===== config.mk =====
export PLATFORM = sky130hd
export DESIGN_NAME = button_conditioner
export DESIGN_NICKNAME = d
export VERILOG_FILES = /design/src/rtl/btn_pkg.sv /design/src/rtl/debounce_channel.sv /design/src/rtl/button_conditioner.sv
export SDC_FILE = /design/constraint.sdc
export NUM_CORES = 1
export LEC_CHECK = 0
export BUFFER_PORTS_ARGS = -buffer_cell sky130_fd_sc_hd__buf_2
export CAP_MARGIN = 10
export CORE_MARGIN = 4
export CORE_UTILIZATION = 50
export CTS_CLUSTER_DIAMETER = 80
export DETAILED_ROUTE_END_ITERATION = 10
export PLACE_DENSITY = 0.76
export SETUP_SLACK_MARGIN = 0.1
export SLEW_MARGIN = 20
export SYNTH_ARGS = -nofsm -noshare
export SYNTH_HDL_FRONTEND = slang
export SYNTH_SLANG_ARGS = --single-unit

===== constraint.sdc =====
create_clock -name clk -period 3.15 [get_ports clk]
set_input_delay 0 -clock clk [delete_from_list [all_inputs] [get_ports clk]]
set_output_delay 0 -clock clk [all_outputs]
set_load 0.005 [all_outputs]

===== src/rtl/btn_pkg.sv =====
// ============================================================================
// Module      : btn_pkg
// Description : Shared encodings and constants for the button conditioner.
// Revision    : 1.0 - initial release
// ============================================================================
`default_nettype none

package btn_pkg;

    typedef enum logic [1:0] {
        S_REL    = 2'b00,
        S_WPRESS = 2'b01,
        S_PRESS  = 2'b10,
        S_WREL   = 2'b11
    } btn_state_t;

    // Board channel assignment consumed by the controller
    localparam int BTN_RESET = 0;
    localparam int BTN_START = 1;
    localparam int BTN_STOP  = 2;

    // 10 ms of stability at 50 MHz
    localparam int DEBOUNCE_CYCLES_DEFAULT = 500000;

endpackage

`default_nettype wire


===== src/rtl/debounce_channel.sv =====
// ============================================================================
// Module      : debounce_channel
// Description : One button bit: 2-FF synchronizer, debounce FSM with stability
//               counter, registered level and press pulse.
//               Optional macro BTN_RELEASE_PULSE_EN adds a release pulse.
// Revision    : 1.0 - initial release
// ============================================================================
`default_nettype none

module debounce_channel
    import btn_pkg::*;
#(
    parameter int DEBOUNCE_CYCLES = DEBOUNCE_CYCLES_DEFAULT
) (
    input  logic clk,
    input  logic rst_hw,
    input  logic btn_in,
    output logic level,
    output logic pulse
`ifdef BTN_RELEASE_PULSE_EN
    ,
    output logic release_pulse
`endif
);

    localparam int             CW             = $clog2(DEBOUNCE_CYCLES + 1);
    localparam logic [CW-1:0]  c_count_target = CW'(DEBOUNCE_CYCLES);
    localparam logic [CW-1:0]  c_count_one    = CW'(1);
    localparam logic [CW-1:0]  c_count_zero   = '0;

    logic [1:0]    r_sync_q,    w_sync_d;
    btn_state_t    r_state_q,   w_state_d;
    logic [CW-1:0] r_count_q,   w_count_d;
    logic          r_level_q,   w_level_d;
    logic          r_pulse_q,   w_pulse_d;
    logic          r_release_q, w_release_d;
    logic [CW-1:0] w_count_inc;
    logic          w_seen;

    assign w_sync_d    = {r_sync_q[0], btn_in};
    assign w_seen      = r_sync_q[1];
    // Counter is cleared on every acceptance, so it stays below the target here
    assign w_count_inc = r_count_q + c_count_one;

    always_comb begin
        w_state_d   = r_state_q;
        w_count_d   = r_count_q;
        w_level_d   = r_level_q;
        w_pulse_d   = 1'b0;
        w_release_d = 1'b0;
        case (r_state_q)
            S_REL: begin
                if (w_seen) begin
                    if (c_count_one == c_count_target) begin
                        w_state_d = S_PRESS;
                        w_level_d = 1'b1;
                        w_pulse_d = 1'b1;
                        w_count_d = c_count_zero;
                    end else begin
                        w_state_d = S_WPRESS;
                        w_count_d = c_count_one;
                    end
                end
            end
            S_WPRESS: begin
                if (!w_seen) begin
                    w_state_d = S_REL;
                    w_count_d = c_count_zero;
                end else if (w_count_inc == c_count_target) begin
                    w_state_d = S_PRESS;
                    w_level_d = 1'b1;
                    w_pulse_d = 1'b1;
                    w_count_d = c_count_zero;
                end else begin
                    w_count_d = w_count_inc;
                end
            end
            S_PRESS: begin
                if (!w_seen) begin
                    if (c_count_one == c_count_target) begin
                        w_state_d   = S_REL;
                        w_level_d   = 1'b0;
                        w_release_d = 1'b1;
                        w_count_d   = c_count_zero;
                    end else begin
                        w_state_d = S_WREL;
                        w_count_d = c_count_one;
                    end
                end
            end
            S_WREL: begin
                if (w_seen) begin
                    w_state_d = S_PRESS;
                    w_count_d = c_count_zero;
                end else if (w_count_inc == c_count_target) begin
                    w_state_d   = S_REL;
                    w_level_d   = 1'b0;
                    w_release_d = 1'b1;
                    w_count_d   = c_count_zero;
                end else begin
                    w_count_d = w_count_inc;
                end
            end
            default: begin
                w_state_d = S_REL;
                w_count_d = c_count_zero;
            end
        endcase
    end

    always_ff @(posedge clk) begin
        if (rst_hw) begin
            r_sync_q    <= 2'b00;
            r_state_q   <= S_REL;
            r_count_q   <= c_count_zero;
            r_level_q   <= 1'b0;
            r_pulse_q   <= 1'b0;
            r_release_q <= 1'b0;
        end else begin
            r_sync_q    <= w_sync_d;
            r_state_q   <= w_state_d;
            r_count_q   <= w_count_d;
            r_level_q   <= w_level_d;
            r_pulse_q   <= w_pulse_d;
            r_release_q <= w_release_d;
        end
    end

    assign level = r_level_q;
    assign pulse = r_pulse_q;

`ifdef BTN_RELEASE_PULSE_EN
    assign release_pulse = r_release_q;
`else
    logic w_release_unused;
    assign w_release_unused = r_release_q;
`endif

endmodule

`default_nettype wire


===== src/rtl/button_conditioner.sv =====
// ============================================================================
// Module      : button_conditioner
// Description : Debounces N_BTN raw push-buttons into levels and press pulses.
//               Optional macro BTN_RELEASE_PULSE_EN adds output btn_release.
// Revision    : 1.0 - initial release
// ============================================================================
`default_nettype none

module button_conditioner
    import btn_pkg::*;
#(
    parameter int N_BTN           = 3,
    parameter int DEBOUNCE_CYCLES = DEBOUNCE_CYCLES_DEFAULT,
    parameter bit ACTIVE_LOW      = 1'b0
) (
    input  logic             clk,
    input  logic             rst_hw,
    input  logic [N_BTN-1:0] btn_raw,
    output logic [N_BTN-1:0] btn_level,
    output logic [N_BTN-1:0] btn_pulse
`ifdef BTN_RELEASE_PULSE_EN
    ,
    output logic [N_BTN-1:0] btn_release
`endif
);

    logic [N_BTN-1:0] w_btn_pressed;

    // Polarity fixed ahead of the synchronizer so every channel sees 1 = pressed
    assign w_btn_pressed = ACTIVE_LOW ? ~btn_raw : btn_raw;

    for (genvar g = 0; g < N_BTN; g++) begin : g_chan
        debounce_channel #(
            .DEBOUNCE_CYCLES (DEBOUNCE_CYCLES)
        ) u_chan (
            .clk           (clk),
            .rst_hw        (rst_hw),
            .btn_in        (w_btn_pressed[g]),
            .level         (btn_level[g]),
            .pulse         (btn_pulse[g])
`ifdef BTN_RELEASE_PULSE_EN
            ,
            .release_pulse (btn_release[g])
`endif
        );
    end

endmodule

`default_nettype wire

# After elaboration in Yosys (flattened, before gate mapping)
# Cells that the tools add are included.
# W data, S select, Z words.
# op_classes
n_reduce_logical	18
n_eq_ne	36
bitwise	6
add_sub_neg	3
muxes	57
# op_table
operator	count
$mux W19	15
$pmux W19 S4	3
$add A19 B1 Y19 const B	3
$eq A19 B19 Y1 const B	3
$mux W2	18
$ne A2 B1 Y1 const B	12
$pmux W2 S4	3
$mux W1	15
$reduce_and A5 Y1	3
$eq A2 B2 Y1 const B	6
$ne A2 B2 Y1 const B	6
$reduce_and A4 Y1	3
$ne A3 B1 Y1 const B	3
$ne A3 B3 Y1 const B	3
$reduce_or A3 Y1	3
$eq A2 B1 Y1 const B	3
$logic_not A2 Y1	3
$not A1 Y1	6
$pmux W1 S2	3
$reduce_and A2 Y1	3
$reduce_bool A2 Y1	3
# word_totals
elab_cells	135
output_inout_bits	6
ff_bits	75

# Depth between registers and ports, before layout
# Gate-level depths: netlist of the first run.
# logic_depth
ltp_word	5
mapped_depth	10

# By module
# A second synthesis of the first run with hierarchy kept.
# hier_totals
cells_unflattened	582
hier_area_um2	4744.6
# modules_own_cells
mod	cells_per_inst	seq_area_each_um2	instances	area_each_um2
debounce_channel (g_chan[1].u_chan)	211	500.5	1	1744.2
debounce_channel (g_chan[0].u_chan)	188	500.5	1	1541.5
debounce_channel (g_chan[2].u_chan)	183	500.5	1	1458.9

# Worst setup path before layout of the first run
# Ideal clock, no wire load.
# synth_timing
path_kind	reg2reg
startpoint	register g_chan[1].u_chan.r_count_q[3]
endpoint	register g_chan[1].u_chan.r_level_q
stages_incl_launch_ff	9
t_required_ns	3.018
slack_ns	0.579
arrival_ns	2.439
path_buffers	1
period_less_slack_ns	2.571
cell_sequence	dfxtp_1 -> buf_2 -> nand4_2 -> nor4_1 -> mux2_2 -> a2111oi_2 -> and3_1 -> mux2i_1 -> a21oi_1
# synth_between
elab_chain_cells	4
word_cells_on_any_way	5
classes_between	add/sub: 1; eq/ne: 3; reduce/logical: 1
# synth_lines
element	line	rtl
start: declaration	debounce_channel.sv:33	logic [CW-1:0] r_count_q, w_count_d;
start signal: assignment	debounce_channel.sv:115	r_count_q <= c_count_zero;
start signal: assignment	debounce_channel.sv:122	r_count_q <= w_count_d;
$add A19 B1 Y19 *	debounce_channel.sv:43	assign w_count_inc = r_count_q + c_count_one;
$eq A19 B19 Y1 *	debounce_channel.sv:69, debounce_channel.sv:95	
$ne A2 B1 Y1 (no source line)	--	
$reduce_and A5 Y1 (no source line) *	--	
end signal: assignment	debounce_channel.sv:123	r_level_q <= w_level_d;
end: declaration	debounce_channel.sv:34	logic r_level_q, w_level_d;
# Mark *: on every way between the ends. The rest lies on a longest branch, timed or not.
# A chain may end at the register's enable or synchronous reset.

# Worst setup path after layout of the first run
# layout_timing
startpoint	register g_chan[2].u_chan.r_count_q[0]
endpoint	register g_chan[2].u_chan.r_count_q[17]
# layout_between
elab_chain_cells	5
word_cells_on_any_way	6
classes_between	add/sub: 1; eq/ne: 1; mux: 4
# layout_lines
element	line	rtl
start: declaration	debounce_channel.sv:33	
start signal: assignment	debounce_channel.sv:115	
start signal: assignment	debounce_channel.sv:122	
$add A19 B1 Y19 *	debounce_channel.sv:43	
$eq A19 B19 Y1	debounce_channel.sv:69, debounce_channel.sv:95	
$mux W19 *	debounce_channel.sv:69, debounce_channel.sv:95	
$mux W19 (on tied branches)	debounce_channel.sv:92, debounce_channel.sv:66	
$pmux W19 S4 *	debounce_channel.sv:51	case (r_state_q)
# Marked as above.

==> summary.md, run 1 <==
| Metric | Value |
|---|---|
| Synth unique cells | 65 |
| RSZ-0062 raised after global routing | no |
| Nets | 539 |
| Area of the core | 0.00826 mm2 |
| Critical Path Fanout Max | 9 |
| Post-route ant nets | 0 |
| Half-perimeter wire length after placement | 6.27 mm |
| Dominant cell type by area after synthesis | dfxtp_1 |
| Pins Over Slew Limit | 0 |
| CTS max path bufs | 2 |
| Avg WL per Cell | 14.0 um |
| Yosys warns | 0 |
| DRC | 0 |
| Area Overhead vs Synth | 6.74% |
| Clock Pin Slew Worst Setup and Hold Paths | 0.08 ns |
| Hold Vio Cnt, Final | 0 |
| FF/Latch Area | 0.00150 mm2 |
| I/O Buffers | 10 |
| Final Non-Filler Cells | 640 |
| EDFF count, synth | 0 |
| Post-synth ARST share | 0% |
| Die Ht | 100 um |
| Placed Area | 0.00433 mm2 |
| Ranking of synthesized cells by area | dfxtp_1 (35%), nand3_1 (5.1%), nand2_1 (4.6%) |
| Post-route setup slack | 0.343 ns |
| Slew @ Worst Pin | 0.517 ns |
| Setup TNS Final | 0 ns |
| Final wirelength | 8.94 mm |
| Pwr/cell area | 373 mW/mm2 |
| Max frequency | 0.356 GHz |
| Pre-CTS setup slack | 0.293 ns |
| Post-Syn Area | 0.00425 mm2 |
| CTS tree | yes |
| Deepest level of the CTS H-tree | 3 |
| Final setup violating endpoints | 0 |
| Diode count | 0 |
| First-pass GRT wire length | 15.3 mm |
| Root buffer cell | clkbuf_8 |
| Most common flop cell mapped by yosys | dfxtp_1 |
| Multi-input logic area | 0.00252 mm2 |
| Design area | 0.00454 mm2 |
| Die W | 100 um |
| Static leakage | 1.73 nW |
| Initial Utilization | 51.5% |
| VDD IR max | 0.201 mV |
| Crit Path Class | reg2reg |
| Total Die Area | 0.0100 mm2 |
| Antenna violations before repair | 0 |
| Overall routing resource usage | 18.2% |
| CTS Buf Count | 9 |
| Max-Cap Viols | 0 |
| Syn Nets | 541 |
| Register bit total from synthesis | 75 |
| GRT overflow | 0 |
| Mean Syn Cell Area | 7.97 um2 |
| Vias in the first global route | 3424 |
| Vias per cell | 5.98 |
| Site Rows | 33 |
| Share of the synthesized area in the top cell type | 35.3% |
| Share of cells above drive strength 1 | 10.7% |
| Status | completed |
| Clock Sinks | 75 |
| Seq/Total Area, Yosys | 35.3% |
| Power, Total | 1.69 mW |
| Critical path startpoint category | flop |
| GP Congestion | 0.897 |
| Number of fill cells in the layout | 771 |
| Vias | 3824 |
| Drt pass-1 iters | 5 |
| Post-Syn Instances | 533 |
| Io pins | 11 |
| Crit. End Element | flop |
| Critical path arrival | 3.02 ns |
| Min Tclk post-route | 2.81 ns |
| Final Skew | 0.0136 ns |
| Normalized max-slew margin | 65.5% |
| Clk_lat worst skew | 0.35 ns |
| Worst min-delay path class | in2reg |
| 1st-iter DRT viols | 200 |
| Placed insts | 622 |
| Largest net degree at the start of global routing | 29 |
| Final period util | 89.1% |
| Critical path required time | 3.37 ns |
## flip-flops by register name, summed over array words and instances (netlist names), named ones only
name                     flops
g_chan.u_chan.r_count_q     57
g_chan.u_chan.r_sync_q       6
g_chan.u_chan.level          3
g_chan.u_chan.pulse          3
g_chan.u_chan.r_state_q      3
## cells in the mapped netlist, types with 3 or more instances
| master | instances |
|---|---|
| a211o_1 | 3 |
| a21o_1 | 6 |
| a21oi_1 | 20 |
| a221o_1 | 4 |
| a22o_1 | 7 |
| a31oi_1 | 6 |
| and2_1 | 9 |
| and3_1 | 13 |
| and4_1 | 4 |
| buf_2 | 9 |
| buf_4 | 10 |
| clkbuf_1 | 18 |
| dfxtp_1 | 75 |
| ha_1 | 3 |
| inv_1 | 13 |
| mux2i_1 | 12 |
| nand2_1 | 52 |
| nand2_2 | 3 |
| nand2b_1 | 3 |
| nand3_1 | 43 |
| nand4_1 | 19 |
| nor2_1 | 49 |
| nor2b_1 | 9 |
| nor3_1 | 17 |
| nor3b_1 | 4 |
| nor4_1 | 9 |
| o21ai_0 | 22 |
| or3_1 | 13 |
| xnor2_1 | 13 |
| xor2_1 | 20 |
## where the power goes
part	switching, mW	leakage [nW]	internal, mW
combinational	0.0426	1.04	0.0272
sequential	0.00986	0.606	0.958
clock	0.355	0.0839	0.299
## worst paths after layout
kind | endpoint | start | slack [ns] | cells past startpoint
worst max-delay path | g_chan[2].u_chan.r_count_q[17]$_SDFFE_PP0P_ | g_chan[2].u_chan.r_count_q[0]$_SDFFE_PP0P_ | 0.34 | 8
worst max register to register | g_chan[2].u_chan.r_count_q[17]$_SDFFE_PP0P_ | g_chan[2].u_chan.r_count_q[0]$_SDFFE_PP0P_ | 0.34 | 8
worst min register to register | g_chan[1].u_chan.r_sync_q[1]$_SDFF_PP0_ | g_chan[1].u_chan.r_sync_q[0]$_SDFF_PP0_ | 0.45 | 1
worst min-delay path | g_chan[2].u_chan.r_count_q[11]$_SDFFE_PP0P_ | rst_hw | 0.13 | 3
## logic make-up after synthesis
kind of cell	after synthesis	share of synthesized area [%]
compound gates	95	15.6
simple gates	263	32.4
xor+xnor	33	6.80
flops	75	35.3
buf+inv	50	5.56
fa+ha+maj	3	0.883
mux	14	3.36
## final cells by class
class,count,share of cell area [%]
clock buffers,10,3.03
inverters,13,1.08
clock inverters,5,0.662
multi-input cells,408,55.7
flip-flops and latches,75,33.1
well taps,105,2.90
repair buffers,24,3.59
## per-layer routing
| metal | GRT usage (%) | part of all wire, % |
|---|---|---|
| met2 | 29.2 | 46 |
| met4 | 6.74 | 1.3 |
| met3 | 2.92 | 5.8 |
| met1 | 24.7 | 47 |
| met5 | 0 | 0 |
## stage by stage
step / util, % / hold slack [ns]
finish: 54.9 / 0.131
global route: 54.9 / 0.154
CTS: 54.8 / 0.119
detailed placement: 52.4 / 0.215
global placement: 52.4 / 0.209
floorplan: - / 0.128
## cells in the final DEF (no fill, tap or decap), types with 11 or more instances in the layout
| cell | count |
|---|---|
| dfxtp_1 | 75 |
| xnor2_1 | 13 |
| or3_1 | 13 |
| mux2i_1 | 12 |
| nand3_1 | 43 |
| a21oi_1 | 20 |
| nor3_1 | 17 |
| and3_1 | 13 |
| buf_4 | 11 |
| nand2_1 | 52 |
| o21ai_0 | 22 |
| nand4_1 | 19 |
| nor2_1 | 49 |
| xor2_1 | 20 |
| inv_1 | 13 |
## critical path, cell delays in order (launching register included)
cell and delay, ns:
dfxtp_1 0.44, ha_1 0.28, nand4_1 0.24, nor4_2 0.41, mux2i_1 0.15, a221oi_1 0.45, a31oi_1 0.24, o21ai_2 0.38
nor2_1 0.09
## timing repair
| action | 4_1_cts | 5_1_grt |
|---|---|---|
| setup endpoints to repair | 0 | 13 |
| endpoints found under the hold margin | 3 | 0 |
| hold buffers | 3 | 0 |
| setup buffers | 0 | 0 |
| resized for setup | 0 | 2 |
No activity file was read; power rests on OpenSTA's default activity.
==> run 2, diff against run 1 <==
--- a/config.mk
+++ b/config.mk
@@ -16,4 +16,5 @@
 export SLEW_MARGIN = 20
 export SYNTH_ARGS = -nofsm -noshare
 export SYNTH_HDL_FRONTEND = slang
+export SYNTH_HIERARCHICAL = 1
 export SYNTH_SLANG_ARGS = --single-unit
==> run 2 against run 1 <==
Compared with the run above:
- register-to-register slack got worse by 0.08 ns
- synthesized area rose by 12%
- final area up 11%
- first-iteration DRC count is 33% higher
- worst hold slack got worse by 0.059 ns
==> summary.md, run 2 <==
| Metric | Value |
|---|---|
| Crit. End Element | flop (unchanged) |
| Synth unique cells | 73 (was 65) |
| Drt pass-1 iters | 7 (was 5) |
| Syn Nets | 590 (was 541) |
| Max-Cap Viols | 0 (unchanged) |
| Yosys warns | 6 (was 0) |
| Most common library cells after synthesis | dfxtp_1 (75), nand2_1 (61), nor2_1 (42) (was dfxtp_1 (75), nand2_1 (52), nor2_1 (49)) |
| Crit Path Class | reg2reg (unchanged) |
| Ranking of synthesized cells by area | dfxtp_1 (32%), nand2_1 (4.8%), nor2_1 (3.3%) (was dfxtp_1 (35%), nand3_1 (5.1%), nand2_1 (4.6%)) |
| Final Skew | 0.0141 ns (was 0.0136 ns) |
| I/O Buffers | 10 (unchanged) |
| Half-perimeter wire length after placement | 7.41 mm (was 6.27 mm) |
| Root buffer cell | clkbuf_8 (unchanged) |
| Hold slack | 0.0725 ns (was 0.131 ns) |
| GRT overflow | 0 (unchanged) |
| Vias | 4376 (was 3824) |
| Die W | 105 um (was 100 um) |
| Pwr/cell area | 350 mW/mm2 (was 373 mW/mm2) |
| Post-synth ARST share | 0% (unchanged) |
| R2r setup slk | 0.26 ns (was 0.34 ns) |
| Share of the synthesized area in the top cell type | 31.6% (was 35.3%) |
| Clock Pin Slew Worst Setup and Hold Paths | 0.08 ns (about the same) |
| EDFF count, synth | 0 (unchanged) |
| Largest regs | g_chan.u_chan/r_count_q: 57 flops, g_chan.u_chan/r_sync_q: 6 flops (was g_chan.u_chan.r_count_q: 57 flops, g_chan.u_chan.r_sync_q: 6 flops) |
| Post-synthesis xor/xnor area fraction | 3.69% (was 6.80%) |
| Most common flop cell mapped by yosys | dfxtp_1 (unchanged) |
| CTS Buf Count | 9 (unchanged) |
| Clock power share | 41.7% (was 38.7%) |
| Seq/Total Area, Yosys | 31.6% (was 35.3%) |
| Dominant cell type by area after synthesis | dfxtp_1 (unchanged) |
| Worst path buffer plus inverter count | 1 (was 0) |
| CP dominant cell by count | nand3_2 |
| Cell Int Power | 1.36 mW (was 1.28 mW) |
| CTS max path bufs | 2 (unchanged) |
| RSZ-0062 raised after global routing | no (unchanged) |
| Total Die Area | 0.0111 mm2 (was 0.0100 mm2) |
| Placed Area | 0.00479 mm2 (was 0.00433 mm2) |
| Power, Total | 1.77 mW (was 1.69 mW) |
| Setup TNS Final | 0 ns (unchanged) |
| Final Non-Filler Cells | 711 (was 640) |
| Share of cells above drive strength 1 | 12.4% (was 10.7%) |
| Part of the power in combinational logic | 3.8% (was 4.1%) |
| Largest net degree at the start of global routing | 27 (was 29) |
| Count leader, synth | dfxtp_1 (unchanged) |
| Design area | 0.00505 mm2 (was 0.00454 mm2) |
| Worst min-delay path class | in2reg (unchanged) |
| Static leakage | 1.83 nW (was 1.73 nW) |
| Sequential fraction of design power | 54.5% (was 57.2%) |
| Pins Over Slew Limit | 0 (unchanged) |
| Min Tclk post-route | 2.89 ns (was 2.81 ns) |
| Post-route ant nets | 0 (unchanged) |
| Synth Area in Compound Gates | 20.3% (was 15.6%) |
| Critical Path Fanout Max | 9 (unchanged) |
| Antenna violations before repair | 0 (unchanged) |
| Avg WL per Cell | 14.8 um (was 14.0 um) |
| Crit path max-delay family | simple AND/OR/NAND/NOR gates (was compound AO/OA/AOI/OAI gates) |
| Max reg flops | 57 (unchanged) |
| Vias per cell | 6.15 (was 5.98) |
| Final period util | 91.8% (was 89.1%) |
| Post-route setup slack | 0.258 ns (was 0.343 ns) |
| Net switching share of the total power | 22.9% (was 24.1%) |
| Status | completed (unchanged) |
| Critical path arrival | 3.13 ns (was 3.02 ns) |
| Master of the slowest instance on the critical path | dfxtp_1 (was a221oi_1) |
| Psw | 404 uW (was 407 uW) |
| RR Startpoint | g_chan[1].u_chan/r_count_q[1]$_SDFFE_PP0P_ (was g_chan[2].u_chan.r_count_q[0]$_SDFFE_PP0P_) |
| Post-synthesis adder-cell area fraction | 0.791% (was 0.883%) |
| Final wirelength | 10.6 mm (was 8.94 mm) |
| Critical Path Start | g_chan[1].u_chan/r_count_q[1]$_SDFFE_PP0P_ (was g_chan[2].u_chan.r_count_q[0]$_SDFFE_PP0P_) |
| Io pins | 11 (unchanged) |
| Slew @ Worst Pin | 0.674 ns (was 0.517 ns) |
| Critical path startpoint category | flop (unchanged) |
| Clock Sinks | 75 (unchanged) |
| Placed insts | 693 (was 622) |
| Area Overhead vs Synth | 6.41% (was 6.74%) |
| Commonest non-fill, non-tap cell in the layout | dfxtp_1 (unchanged) |
| Max stage delay on crit path | 0.49 ns (was 0.45 ns) |
| Nets | 586 (was 539) |
| Overall routing resource usage | 19.3% (was 18.2%) |
| Hold Crit Start | rst_hw (unchanged) |
| Register bit total from synthesis | 75 (unchanged) |
| Post-synthesis mux area share | 1.48% (was 3.36%) |
| Pre-CTS setup slack | 0.0422 ns (was 0.293 ns) |
| GP Congestion | 0.904 (was 0.897) |
| Max frequency | 0.346 GHz (was 0.356 GHz) |
| Initial Utilization | 51.3% (was 51.5%) |
| Hold Vio Cnt, Final | 0 (unchanged) |
| First-pass GRT wire length | 18.1 mm (was 15.3 mm) |
| Normalized max-slew margin | 54.9% (was 65.5%) |
| Cell chain of the critical path | ha_1 -> nand3_2 -> nor4_4 -> xor2_1 -> nand3_2 -> o31ai_4 -> buf_4 -> nor4b_1 -> a211o_1 (was ha_1 -> nand4_1 -> nor4_2 -> mux2i_1 -> a221oi_1 -> a31oi_1 -> o21ai_2 -> nor2_1) |
| Diode count | 0 (unchanged) |
| 1st-iter DRT viols | 266 (was 200) |
| Critical path required time | 3.39 ns (was 3.37 ns) |
| Final setup violating endpoints | 0 (unchanged) |
| Area of the core | 0.00924 mm2 (was 0.00826 mm2) |
| Die Ht | 105 um (was 100 um) |
| Fin util | 54.6% (was 54.9%) |
| Mean Syn Cell Area | 8.15 um2 (was 7.97 um2) |
| Most frequent cells in the layout | dfxtp_1 (75), nand2_1 (61), nor2_1 (42) (was dfxtp_1 (75), nand2_1 (52), nor2_1 (49)) |
| Post-CTS setup buffers | 0 (unchanged) |
| CTS tree | yes (unchanged) |
| DRC | 0 (unchanged) |
| Site Rows | 35 (was 33) |
| Reg with most FFs | g_chan.u_chan/r_count_q (was g_chan.u_chan.r_count_q) |
| Clk_lat worst skew | 0.34 ns (was 0.35 ns) |
| Deepest level of the CTS H-tree | 3 (unchanged) |
| VDD IR max | 0.267 mV (was 0.201 mV) |
| Post-Syn Instances | 582 (was 533) |
| Vias in the first global route | 3969 (was 3424) |
| Synth Area in Simple Gates | 35.6% (was 32.4%) |
| Largest family of logic cells by synthesized area | simple AND/OR/NAND/NOR gates (unchanged) |
| Post-Syn Area | 0.00474 mm2 (was 0.00425 mm2) |
==> run 2: cell types whose count changed in the layout (fill, tap and decap cells not counted), moves of 6 or more <==
| cell | previous run | this run |
|---|---|---|
| o21ai_1 | 1 | 12 |
| nor2_1 | 49 | 42 |
| nor3_1 | 17 | 24 |
| inv_1 | 13 | 21 |
| a21oi_1 | 20 | 31 |
| nand2_1 | 52 | 61 |
| o31ai_1 | 0 | 6 |
| and4_1 | 4 | 11 |
| nand3_1 | 43 | 30 |
| and2_1 | 9 | 1 |
| xor2_1 | 20 | 11 |
==> run 2: path summary, 6_finish.rpt <==
check	to	depth (start not counted)
hold reg to reg	g_chan[1].u_chan/r_sync_q[1]$_SDFF_PP0_	1
setup / recovery	g_chan[1].u_chan/r_count_q[16]$_SDFFE_PP0P_	9
hold / removal	g_chan[2].u_chan/r_sync_q[1]$_SDFF_PP0_	2
setup reg to reg	g_chan[1].u_chan/r_count_q[16]$_SDFFE_PP0P_	9
==> run 2: repair_timing <==
item,CTS,global route
cloned,0,0
hold buffers,3,0
hold endpoints to repair,3,0
resized for setup,1,3
endpoints found under the setup margin,1,11
==> run 2: power groups by stage <==
stage                     Combinational [mW]  Clock [mW]  Sequential [mW]
after floorplan                       0.0439           0            0.983
after global placement                0.0628           0            0.985
after detailed placement              0.0645           0            0.985
after CTS                             0.0676       0.762            0.963
after global routing                  0.0761       0.797            0.965
final                                 0.0680       0.737            0.963
==> run 2: layout make-up <==
type	instances	area [um2]
Multi-Input combinational cell	449	2970
Timing Repair Buffer	22	148
Tap cell	129	161
Clock inverter	4	51.3
Fill cell	815	4190
Sequential cell	75	1500
Clock buffer	11	141
Inverter	21	78.8
==> run 2: worst reg2reg max path: cells and delay by family, from the launching register on <==
| family | cells | cell delay (ns) |
|---|---|---|
| adders and majority gates | 1 | 0.36 |
| AOI/OAI and AO/OA | 2 | 0.65 |
| xor gates and xnor gates | 1 | 0.25 |
| and+or+nand+nor | 4 | 0.81 |
| buffers and inverters | 1 | 0.24 |
| DFF | 1 | 0.49 |
==> run 2: kinds of logic after synthesis <==
kind of cell,count (synthesis)
and+or+nand+nor,282
buffers and inverters,58
xor gates and xnor gates,20
muxes,7
AOI/OAI and AO/OA,137
adders and majority gates,3
DFF,75
==> run 2: per-layer routing <==
layer / vias to the layer above / share of wire [%] / track usage, %
li1: 2165 / - / -
met1: 2032 / 45 / 25.6
met2: 158 / 47 / 31.1
met3: 21 / 6.4 / 4.29
met4: 0 / 1.3 / 6.47
met5: - / 0 / 0
